==> config.mk <==
export PLATFORM = sky130hd
export DESIGN_NAME = ripple_adder
export DESIGN_NICKNAME = d
export VERILOG_FILES = /design/src/rtl/ripple_adder_pkg.sv /design/src/rtl/ripple_adder_full_adder.sv /design/src/rtl/ripple_adder.sv
export SDC_FILE = /design/constraint.sdc
export NUM_CORES = 1
export LEC_CHECK = 0
export BUFFER_PORTS_ARGS = -buffer_cell sky130_fd_sc_hd__buf_4
export CORE_MARGIN = 2
export CORE_UTILIZATION = 37
export DETAILED_ROUTE_END_ITERATION = 8
export MAX_ROUTING_LAYER = met4
export PLACE_DENSITY = 0.87
export SYNTH_ARGS = -nofsm -noshare
export SYNTH_HDL_FRONTEND = slang
export SYNTH_SLANG_ARGS = --single-unit
==> constraint.sdc <==
create_clock -name clk -period 0.8 [get_ports clk]
set_input_delay 0.16 -clock clk [delete_from_list [all_inputs] [get_ports clk]]
set_output_delay 0.16 -clock clk [all_outputs]
set_load 0.05 [all_outputs]
==> src/rtl/ripple_adder_pkg.sv <==
// ripple_adder_pkg
//   Shared constants for the ripple_adder block.
//   DEFAULT_WIDTH : default operand/sum width of ripple_adder (40 bits).
//   Nothing else is shared. The width itself remains a parameter of the top module.
package ripple_adder_pkg;

  localparam int unsigned DEFAULT_WIDTH = 40;

endpackage : ripple_adder_pkg

==> src/rtl/ripple_adder_full_adder.sv <==
// full_adder
//   Purely combinational 1-bit full adder. It is the cell that ripple_adder
//   chains, one cell per bit.
//   Ports:
//     a, b : operand bits
//     cin  : carry in from the next-lower bit
//     s    : sum bit = a ^ b ^ cin
//     cout : carry out to the next-higher bit
module full_adder
  import ripple_adder_pkg::*;
(
  input  logic a,
  input  logic b,
  input  logic cin,
  output logic s,
  output logic cout
);

  logic half_sum;

  // The propagate term a^b is shared by the sum and the carry. The carry is
  // then either generated locally (a&b) or propagated from cin.
  assign half_sum = a ^ b;
  assign s        = half_sum ^ cin;
  assign cout     = (a & b) | (cin & half_sum);

endmodule : full_adder

==> src/rtl/ripple_adder.sv <==
// ripple_adder
//   WIDTH-bit unsigned adder: {C_out, S} = A + B + C_in. The carry ripples
//   bit-serially through a chain of full_adder cells, and one register stage
//   captures the result. The latency is 1 cycle and the block accepts new
//   operands every cycle. There is no handshake.
//   Parameters:
//     WIDTH : operand/sum width, >= 1 (default 40)
//   Ports:
//     clk   : rising-edge clock
//     rst_n : asynchronous active-low reset; clears S and C_out
//     A, B  : unsigned operands
//     C_in  : carry into bit 0
//     S     : registered sum bits [WIDTH-1:0]
//     C_out : registered carry out of bit WIDTH-1
module ripple_adder
  import ripple_adder_pkg::*;
#(
  parameter int unsigned WIDTH = DEFAULT_WIDTH
) (
  input  logic             clk,
  input  logic             rst_n,
  input  logic [WIDTH-1:0] A,
  input  logic [WIDTH-1:0] B,
  input  logic             C_in,
  output logic [WIDTH-1:0] S,
  output logic             C_out
);

  // c[i] is the carry into bit i. c[WIDTH] is the final carry out.
  logic [WIDTH:0]   c;
  logic [WIDTH-1:0] sum;

  assign c[0] = C_in;

  // Plain ripple chain. There is deliberately no lookahead: the block trades
  // timing for the smallest possible adder.
  for (genvar i = 0; i < WIDTH; i++) begin : g_bit
    full_adder u_fa (
      .a    (A[i]),
      .b    (B[i]),
      .cin  (c[i]),
      .s    (sum[i]),
      .cout (c[i+1])
    );
  end : g_bit

  // Output register. Reset clears it without waiting for a clock edge, so any
  // in-flight result is dropped.
  always_ff @(posedge clk or negedge rst_n) begin
    if (!rst_n) begin
      S     <= '0;
      C_out <= 1'b0;
    end else begin
      S     <= sum;
      C_out <= c[WIDTH];
    end
  end

endmodule : ripple_adder

Word level (Yosys, flattened, before mapping):

Cells that the tools add are included.

* register bits after elaboration: 41
* output and inout bits: 41
* logic and storage cells: 202

* bitwise operators: 200

Operators by type and width (number)
* bitwise AND 1 bit: 80
* bitwise XOR 1 bit: 80
* bitwise OR 1 bit: 40

Depth between registers and ports, before layout:

* word-level depth: 81
* depth in mapped cells: 44
* gate-level depth less buffers: 44

Cells and area by module:

From an unflattened synthesis, not the netlist that was laid out.

* cell total of the unflattened synthesis: 81
* area, all modules: 1826.8 um2

Modules (own cells, without submodules)
* ripple_adder: cells each 41, sequential area each 1026.0 um2, area each 1026.0 um2, times used 1
* full_adder: cells each 1, sequential area each 0.0 um2, area each 20.0 um2, times used 40

Worst setup path after synthesis:

No wires, ideal clock.

* path type: input-to-reg
* start point: in A[0]
* end point: reg S[39]
* arrival: 15.337 ns
* stages: 44
* path slack: -14.601 ns
* buffers on the path: 0
* cell sequence: fa_1 fa_1 fa_1 fa_1 fa_1 fa_1 fa_1 fa_1 fa_1 inv_1 fa_1 inv_1 fa_1 fa_1 fa_1 fa_1 fa_1 fa_1 (+8 left out) fa_1 fa_1 fa_1 fa_1 fa_1 fa_1 fa_1 fa_1 fa_1 fa_1 fa_1 fa_1 fa_1 fa_1 fa_1 inv_1 fa_1 inv_1

* cells in the longest elaborated chain, start to end: 80
* elaborated cells on any way between the ends: 81

Ends and longest elaborated chain
* from (decl): line ripple_adder.sv:22 `input logic [WIDTH-1:0] A,`
* bitwise XOR 1 bit: line ripple_adder_full_adder.sv:23 `assign half_sum = a ^ b;`
* bitwise AND 1 bit: line ripple_adder_full_adder.sv:25 `assign cout = (a & b) | (cin & half_sum);`
* bitwise OR 1 bit *: line ripple_adder_full_adder.sv:25
* bitwise AND 1 bit *: line ripple_adder_full_adder.sv:25
* bitwise OR 1 bit *: line ripple_adder_full_adder.sv:25
* bitwise AND 1 bit *: line ripple_adder_full_adder.sv:25
* bitwise OR 1 bit *: line ripple_adder_full_adder.sv:25
* bitwise AND 1 bit *: line ripple_adder_full_adder.sv:25
* (+65 left out)
* bitwise AND 1 bit *: line ripple_adder_full_adder.sv:25
* bitwise OR 1 bit *: line ripple_adder_full_adder.sv:25
* bitwise AND 1 bit *: line ripple_adder_full_adder.sv:25
* bitwise OR 1 bit *: line ripple_adder_full_adder.sv:25
* bitwise AND 1 bit *: line ripple_adder_full_adder.sv:25
* bitwise OR 1 bit *: line ripple_adder_full_adder.sv:25
* bitwise XOR 1 bit *: line ripple_adder_full_adder.sv:24 `assign s = half_sum ^ cin;`
* net g_bit[39].u_fa.s: line ripple_adder_full_adder.sv:15 `output logic s,`
* to (signal assigned): line ripple_adder.sv:54 `S <= sum;`
* to (decl): line ripple_adder.sv:25 `output logic [WIDTH-1:0] S,`

Mark *: on every way through the listed nets, which the timed path passes. The rest lies on a longest branch.

Worst setup path in the final report:

Same ends and word-level chain as after synthesis.

==> metrics.md <==
| Metric | Value |
|---|---|
| Sinks on the clock net | `41` |
| CP max stage cell | `fa_2` |
| Antenna violations before repair | `0` |
| Post-synth net total | `214` |
| Final wirelength | `4350 microns` |
| Seq cells post-synth | `41` |
| Antenna cells | `0` |
| Post-DP Area | `0.00299 sq mm` |
| Max cap viols | `0` |
| Max-slew headroom | `85.7%` |
| Area of the mapped netlist | `0.00186 sq mm` |
| Period utilization | `1780%` |
| Share of cells above drive strength 1 | `79.1%` |
| Switching power | `3000 uW` |
| RePlAce Congestion | `0.752` |
| PortBufs | `123` |
| Post-route cell area | `around 0.0032 sq mm` |
| Antenna-violating nets left | `0` |
| Syn Area/Cell | `roughly 20 sq um` |
| Seq/Total Area, Yosys | `55.0%` |
| Final net count | `347` |
| Combinational share of power | `between 40% and 50%` |
| Drt pass-1 iters | `4` |
| Post-DR wirelength/cell | `between 10 and 15 microns` |
| Total GRT Usage | `17.7%` |
| Clock power frac | `17.4%` |
| Die Y | `between 70 and 80 microns` |
| WP buf/inv | `5` |
| Full die area | `0.00562 sq mm` |
| Post-synth cell types | `3` |
| Grt total ovfl | `0` |
| Tmin final | `14.22 ns` |
| Crit path launch type | `input pin` |
| DR vias/cell | `about 4.3` |
| Htree depth | `2` |
| Worst hold path type | `in -> reg` |
| Clock root buffer master | `clkbuf_8` |
| Leakage | `0.00149 uW` |
| Largest net degree at the start of global routing | `20` |
| Slew @ Worst Pin | `0.214 ns` |
| Crit end category | `register` |
| Violated checks | `setup timing` |
| CORE AREA | `0.00479 sq mm` |
| Seq pwr share | `between 30% and 40%` |
| Most frequent CP cell | `fa_2` |
| Hold Vio Cnt, Final | `0` |
| Vias in the first global route | `1,478` |
| Total CTS buffers | `5` |
| Maximum VDD drop | `1.30 mV` |
| Compound-Gate Fraction of Synth Area | `0%` |
| Synth warnings | `0` |
| Synthesis-to-layout area growth | `74.3%` |
| Crit path kind | `in -> reg` |
| Setup violators final | `81` |
| DRT iter0 DRCs | `26` |
| CTS clk-pin slew, worst paths | `0.08 ns` |
| Arr. time, crit path | `14.45 ns` |
| Status | `finished with violations` |
| Number of post-CTS setup repair buffers | `0` |
| Post-Synth Simple-Gate Area | `0%` |
| I/O pins | `approximately 120` |
| Final worst slack | `-13.42 ns` |
| Cell family with most CP delay | `adder cells` |
| Chip width | `between 70 and 80 microns` |
| Final TNS setup | `-283.64 ns` |
| DRC viols | `0` |
| CTS tree | `built` |
| Switching share of power | `roughly 40%` |
| Clock buffer depth | `2` |
| Unrepaired setup endpoints after global routing | `true` |
| Synth Area in Adders | `43.0%` |
| Pre-CTS setup slack | `-13.80 ns` |
| Via count | `between 1,000 and 1,500` |
| # rows | `25` |
| Initial core utilization | `39.0%` |
| FMAX | `70.3 MHz` |
| HPWL after detailed placement | `~3600 microns` |
| Xor and xnor area share after synthesis | `0%` |
| Count of pins over their slew limit | `0` |
| P_int | `4430 uW` |
| Crit-path max FO | `1` |
| Crit path largest cell delay | `0.44 ns` |
| Pwr/cell area | `2290 mW/mm^2` |
| Crit path required time | `1.03 ns` |
| Largest family of logic cells by synthesized area | `adder cells` |
| Multiplexer area fraction after synthesis | `0%` |
| Gate Count Post-Synth | `91` |
| First-pass GRT wire length | `6670 microns` |
path summary, 6_finish.rpt:
check | startpoint | endpoint | slack, ns | cells after the start
min in group asynchronous | rst_n | C_out | 0.26 | 2
min | B[36] | S[36] | 0.17 | 2
max | A[0] | S[39] | -13.42 | 45
max in group asynchronous | rst_n | S[20] | 0.16 | 3
metrics by stage:
stage | std cells | util [%] | total power, uW | hold slack, ns
after global routing | 292 | 67.9 | 7860 | 0.146
after floorplan | 91 | - | 4500 | -0.136
after CTS | 292 | 67.9 | 7520 | 0.157
final | 292 | 67.9 | 7430 | 0.166
after global placement | 283 | 62.6 | 5760 | 0.0248
after detailed placement | 283 | 62.6 | 5850 | 0.0290
final cells by class:
cell class                 count  area (sq um)
inverter                      10          37.5
multi-input combinational     40           901
clock buffer                   6          72.6
tap                           67          83.8
sequential                    41          1030
fill                         319          1540
timing repair buffer         126          1120
clock inverter                 2          10.0
routing by layer:
| metal | track usage (%) | part of all wire, % |
|---|---|---|
| met2 | 29.1 | 54 |
| met3 | 7.23 | 11 |
| met5 | - | 0 |
| met1 | 18.7 | 32 |
| met4 | 8.13 | 2.7 |
repair_timing:
item / 4_1_cts / 5_1_grt
resized for setup: 46 / 2
pin swaps: 0 / 1
endpoints found under the setup margin: 81 / 81
hold buffers: 1 / 0
endpoints found under the hold margin: 41 / 0
kinds of logic after synthesis:
kind of cell and count (synthesis):
buf+inv 10, flops 41, fa+ha+maj 40
sequential cells by signal, summed over array words and instances, names as in the netlist:
name	cells
C_out	1
S	40
cell usage in the layout, fill, tap and decap left out, drive strengths merged:
cell type,instances
dlygate4sd3,1
inv,10
clkinv,2
clkbuf,6
dfrtp,41
buf,125
fa,40
synthesized netlist by cell type:
cell type	number	share of area, %
dfrtp_1	41	55
inv_1	10	2.0
fa_1	40	43
power groups by stage:
stage / combinational [uW] / clock [uW] / sequential, uW
after floorplan: 372 / 0 / 4130
after global placement: 3140 / 0 / 2620
after detailed placement: 3220 / 0 / 2630
after CTS: 3500 / 1350 / 2670
after global routing: 3690 / 1450 / 2720
final: 3470 / 1290 / 2670
Note: power is estimated with default switching activity, not from simulation.
